File: config.mk
export PLATFORM = sky130hd
export DESIGN_NAME = uart_fifo_tx
export DESIGN_NICKNAME = d
export VERILOG_FILES = /design/src/rtl/uart_defs.sv /design/src/rtl/uart_fifo_tx_pkg.sv /design/src/rtl/uart_baud_cnt.sv /design/src/rtl/uart_fifo_tx.sv
export SDC_FILE = /design/constraint.sdc
export NUM_CORES = 1
export LEC_CHECK = 0
export CAP_MARGIN = 15
export CORE_UTILIZATION = 40
export CTS_CLUSTER_DIAMETER = 40
export DETAILED_ROUTE_END_ITERATION = 12
export HOLD_SLACK_MARGIN = 0.1
export PLACE_DENSITY = 0.67
export SKIP_CTS_REPAIR_TIMING = 1
export SLEW_MARGIN = 20
export SYNTH_ARGS = -nofsm -noshare
export SYNTH_HDL_FRONTEND = slang
export SYNTH_SLANG_ARGS = --single-unit
File: constraint.sdc
create_clock -name in_clock -period 2.35 [get_ports in_clock]
set_input_delay 0.47 -clock in_clock [delete_from_list [all_inputs] [get_ports in_clock]]
set_output_delay 0.47 -clock in_clock [all_outputs]
set_load 0.03 [all_outputs]
File: src/rtl/uart_defs.sv
// rtl/uart_defs.sv - shared UART state codes and line levels (PARITY code under UART_FIFO_TX_PARITY_EN)
package uart_defs;

    localparam logic [2:0] UART_ST_IDLE   = 3'd0;
    localparam logic [2:0] UART_ST_LOAD   = 3'd1;
    localparam logic [2:0] UART_ST_START  = 3'd2;
    localparam logic [2:0] UART_ST_DATA   = 3'd3;
    localparam logic [2:0] UART_ST_STOP   = 3'd4;
`ifdef UART_FIFO_TX_PARITY_EN
    localparam logic [2:0] UART_ST_PARITY = 3'd5;
`endif

    localparam logic UART_LINE_IDLE  = 1'b1;
    localparam logic UART_LINE_START = 1'b0;

endpackage

File: src/rtl/uart_fifo_tx_pkg.sv
// rtl/uart_fifo_tx_pkg.sv - transmitter state type and parity helper (UART_FIFO_TX_PARITY_EN)
package uart_fifo_tx_pkg;

    import uart_defs::*;

    typedef enum logic [2:0] {
        S_IDLE   = UART_ST_IDLE,
        S_LOAD   = UART_ST_LOAD,
        S_START  = UART_ST_START,
        S_DATA   = UART_ST_DATA,
        S_STOP   = UART_ST_STOP
`ifdef UART_FIFO_TX_PARITY_EN
        ,
        S_PARITY = UART_ST_PARITY
`endif
    } tx_state_t;

`ifdef UART_FIFO_TX_PARITY_EN
    function automatic logic even_parity(input logic [63:0] word);
        return ^word;
    endfunction
`endif

endpackage

File: src/rtl/uart_baud_cnt.sv
// rtl/uart_baud_cnt.sv - bit-period counter, ticks on the last clock of each bit
module uart_baud_cnt #(
    parameter int CLKS_PER_BIT = 16
) (
    input  logic clk,
    input  logic resetn,
    input  logic clear,
    output logic tick
);

    localparam int CNT_W = $clog2(CLKS_PER_BIT);

    logic [CNT_W-1:0] cnt;

    assign tick = (cnt == CNT_W'(CLKS_PER_BIT - 1));

    // Wraps on its own at the terminal count so consecutive data bits need no clear.
    always_ff @(posedge clk) begin
        if (!resetn) begin
            cnt <= '0;
        end else if (clear || tick) begin
            cnt <= '0;
        end else begin
            cnt <= cnt + 1'b1;
        end
    end

endmodule

File: src/rtl/uart_fifo_tx.sv
// rtl/uart_fifo_tx.sv - UART transmitter draining an external FIFO (optional parity: UART_FIFO_TX_PARITY_EN)
module uart_fifo_tx
    import uart_defs::*;
    import uart_fifo_tx_pkg::*;
#(
    parameter int DATA_WIDTH   = 8,
    parameter int CLKS_PER_BIT = 16
) (
    input  logic                  in_clock,
    input  logic                  in_reset,
    input  logic                  in_empty,
    input  logic [DATA_WIDTH-1:0] in_data,
    output logic                  out_take,
    output logic                  out_tx,
    output logic                  out_busy
);

    localparam int IDX_W = $clog2(DATA_WIDTH + 1);

    tx_state_t             state;
    tx_state_t             next_state;
    logic [DATA_WIDTH-1:0] shreg;
    logic [IDX_W-1:0]      idx;
    logic                  tick;
    logic                  baud_clear;
    logic                  load_en;
    logic                  shift_en;
    logic                  next_tx;
`ifdef UART_FIFO_TX_PARITY_EN
    logic                  parity_bit;
`endif

    uart_baud_cnt #(
        .CLKS_PER_BIT(CLKS_PER_BIT)
    ) u_baud (
        .clk    (in_clock),
        .resetn (in_reset),
        .clear  (baud_clear),
        .tick   (tick)
    );

    always_comb begin
        next_state = state;
        load_en    = 1'b0;
        shift_en   = 1'b0;
        case (state)
            S_IDLE: begin
                if (!in_empty) begin
                    next_state = S_LOAD;
                    load_en    = 1'b1;
                end
            end
            S_LOAD:  next_state = S_START;
            S_START: if (tick) next_state = S_DATA;
            S_DATA: begin
                if (tick) begin
                    if (idx == IDX_W'(DATA_WIDTH - 1)) begin
`ifdef UART_FIFO_TX_PARITY_EN
                        next_state = S_PARITY;
`else
                        next_state = S_STOP;
`endif
                    end else begin
                        shift_en = 1'b1;
                    end
                end
            end
`ifdef UART_FIFO_TX_PARITY_EN
            S_PARITY: if (tick) next_state = S_STOP;
`endif
            S_STOP:  if (tick) next_state = S_IDLE;
            default: next_state = S_IDLE;
        endcase
    end

    // Line level is precomputed from the next state so out_tx leaves a flop.
    always_comb begin
        next_tx = UART_LINE_IDLE;
        case (next_state)
            S_START:  next_tx = UART_LINE_START;
            S_DATA:   next_tx = shift_en ? shreg[1] : shreg[0];
`ifdef UART_FIFO_TX_PARITY_EN
            S_PARITY: next_tx = parity_bit;
`endif
            default:  next_tx = UART_LINE_IDLE;
        endcase
    end

    assign baud_clear = (next_state != state) || (state == S_IDLE) || (state == S_LOAD);

    always_ff @(posedge in_clock) begin
        if (!in_reset) begin
            state    <= S_IDLE;
            shreg    <= '0;
            idx      <= '0;
            out_tx   <= UART_LINE_IDLE;
            out_take <= 1'b0;
            out_busy <= 1'b0;
        end else begin
            state    <= next_state;
            out_tx   <= next_tx;
            out_take <= load_en;
            out_busy <= (next_state != S_IDLE);
            if (load_en) begin
                shreg <= in_data;
            end else if (shift_en) begin
                shreg <= shreg >> 1;
            end
            if (next_state != state) begin
                idx <= '0;
            end else if (shift_en) begin
                idx <= idx + 1'b1;
            end
        end
    end

`ifdef UART_FIFO_TX_PARITY_EN
    always_ff @(posedge in_clock) begin
        if (!in_reset) begin
            parity_bit <= 1'b0;
        end else if (load_en) begin
            parity_bit <= even_parity(64'(in_data));
        end
    end
`endif

endmodule

==> results.toml <==
[synthesis]
synth_xor_area_share_pct = 4.34
synth_edf_count = 0
yosys_warnings = 0
synth_nets = 118
ys_async_sr_fraction_pct = 0
synth_top_cell_by_area = "dfxtp_1"
yosys.area.top_type_share_pct = 43.7
synth_ff_type = "dfxtp_1"
synth_top_family_by_area = "simple AND/OR/NAND/NOR gates"
synthCells = 105
synthAdderAreaFrac_pct = 2.48
synthMuxAreaShare_pct = 7.94
ys_types = 35
synth_compound_area_share_pct = 17.0
syn-mean-instance-area_um2 = 9.60
synth.cell_area_um2 = 1010
synthSimpleGateAreaFrac_pct = 20.7
ys_seq_area_share_pct = 43.7
synth-seq-cells = 22
synthTopCellsByArea = "dfxtp_1 (44%), mux2i_1 (7.9%), a21oi_1 (6.9%)"

[timing]
slew_violations = 0
hold_viol_final = 0
hold_ws_ns = 0.461
post-route-period-util_pct = 75.5
period_minus_slack_ns = 1.77
max_freq_mhz = 564
finClkSkew_ns = 0.00426
max_slew_margin_pct = 71.0
tightestPinTransition_ns = 0.434
rsz0062_at_grt = "false"
finalSetupViolCount = 0
fin_setup_tns_ns = 0

[clocking]
clk_latency_ns = 0.31
cts_tree = "yes"
ctsLongestPathBuffers = 2
cts.htree.levels = 1
cts_buffers = 3
cts_root_buf = "clkbuf_4"
clk_pin_slew_ns = 0.13
cts_sinks = 22

[route]
firstDrtPassIters = 4
drc = 0
drtIter0Drc = 13
via_count = 791
drt-wirelength-per-cell_um = 12.2
routed_wl_um = 1790
ant_nets = 0
routed_via_density = 5.38

[critical_path]
timing.rr.end = "shreg[0]"
endpoint = "out_take"
r2r-start = "idx[0]"
slowest_stage = "clkdlybuf4s50_1"
critPathMaxStageDelay_ns = 0.66
critPathArrivalTime_ns = 1.30
cp-startpoint = "out_take"
path_depth = 1
critical_path_class = "reg -> out"
crit_buf_inv = 1
worstPathRequired_ns = 1.88
cp-end-kind = "primary output"
worst_r2r_path_depth = 6
crit_family = "buffers and inverters"
crit_fanout = 1
cp_cell_sequence = "clkdlybuf4s50_1"
cp-start-kind = "register"
ff2ff_setup_slack_ns = 0.59

[hold_path]
min_path_type = "reg -> reg"
hold_start = "u_baud.cnt[0]"

[placed_design]
hpwl_um = 1330
gp_congestion = 0.774
numPortBuffers = 13

[final_layout]
multiInputGateArea_um2 = 529
post_route_cells_drive_above_1_share_pct = 11.8
antenna_cells = 0
layout.nets = 133
regArea_um2 = 440
area_growth_pct = 20.0
layout_commonest_cell = "dfxtp_1"
fillCellCount = 213
mostFrequentLayoutCells = "dfxtp_1 (22), a21oi_1 (14), clkdlybuf4s50_1 (13)"

[grt]
grt_pass1_vias = 763
grt_max_degree = 17
track_usage_pct = 16.3
grt_pass1_wl_um = 3200
antenna_found_initial = 0
grt.overflow.total = 0

[die]
die_area_um2 = 2730
pin_count = 14
fp.dieH_um = 52.2
rows = 17
die_w_um = 52.2
initial_core_util_pct = 43.9
fp.coreArea_um2 = 2300

[power_and_ir_drop]
p_leak_uw = 0.000472
finalPower_uw = 818
peakVddDrop_mv = 0.356
power_density_nw_per_um2 = 676

[flow_run]
maxCapViolations = 0

[status]
status = "finished, final reports clean"
## kinds of logic after synthesis
logic type               after synthesis
XOR/XNOR                               5
adder cells (fa/ha/maj)                2
flip-flops                            22
AND/OR/NAND/NOR                       31
multiplexers                           8
buffers and inverters                  7
AO/OA/AOI/OAI                         30
## per-stage QoR
step / cell area (um^2) / utilization, % / instances / setup slack, ns
6_report: 1210 / 52.7 / 147 / 0.576
5_1_grt: 1210 / 52.7 / 147 / 0.461
4_1_cts: 1210 / 52.7 / 147 / 0.544
3_5_place_dp: 1160 / 50.4 / 143 / 0.508
3_3_place_gp: 1160 / 50.4 / 143 / 0.534
2_1_floorplan: 1010 / - / 105 / 0.738
## sequential cells by signal, indices dropped and copies added (netlist names)
register,flops
idx,4
out_busy,1
out_take,1
out_tx,1
shreg,8
state,3
u_baud.cnt,4
## cell usage after synthesis, types with 2 or more instances
cell type,count
dfxtp_1,22
a21oi_1,14
o21ai_0,9
mux2i_1,8
nor2_1,6
nand3_1,5
buf_2,4
nand2_1,4
xnor2_1,3
and3b_1,2
ha_1,2
inv_1,2
xor2_1,2
## worst min path at each step
stage	to	slack [ns]	cells past startpoint
after CTS	u_baud.cnt[0]	0.46	1
final	u_baud.cnt[0]	0.46	1
after global routing	u_baud.cnt[0]	0.48	1
after detailed placement	u_baud.cnt[0]	0.44	1
after global placement	u_baud.cnt[0]	0.43	1
after floorplan	u_baud.cnt[0]	0.42	1
## per-layer routing
layer | part of all wire (%) | GRT usage (%) | vias to the layer above
li1 | - | - | 410
met1 | 46 | 20.4 | 355
met2 | 48 | 25.2 | 24
met3 | 5.5 | 4.06 | 2
met4 | 0.50 | 9.65 | 0
met5 | 0 | 0 | -
## power by group
part | total, uW | switching [uW] | internal (uW) | leakage, uW
combinational | 112 | 58.9 | 53.2 | 0.000264
sequential | 417 | 17.5 | 399 | 0.000180
clock | 289 | 117 | 172 | 0.0000279
## cell type report
class / instances / area share [%]
sequential: 22 / 36.4
clock inverter: 1 / 2.48
inverter: 2 / 0.620
clock buffer: 3 / 1.86
tap: 28 / 2.90
timing repair buffer: 15 / 12.0
multi-input combinational: 76 / 43.7
No activity file was read; power rests on OpenSTA's default activity.
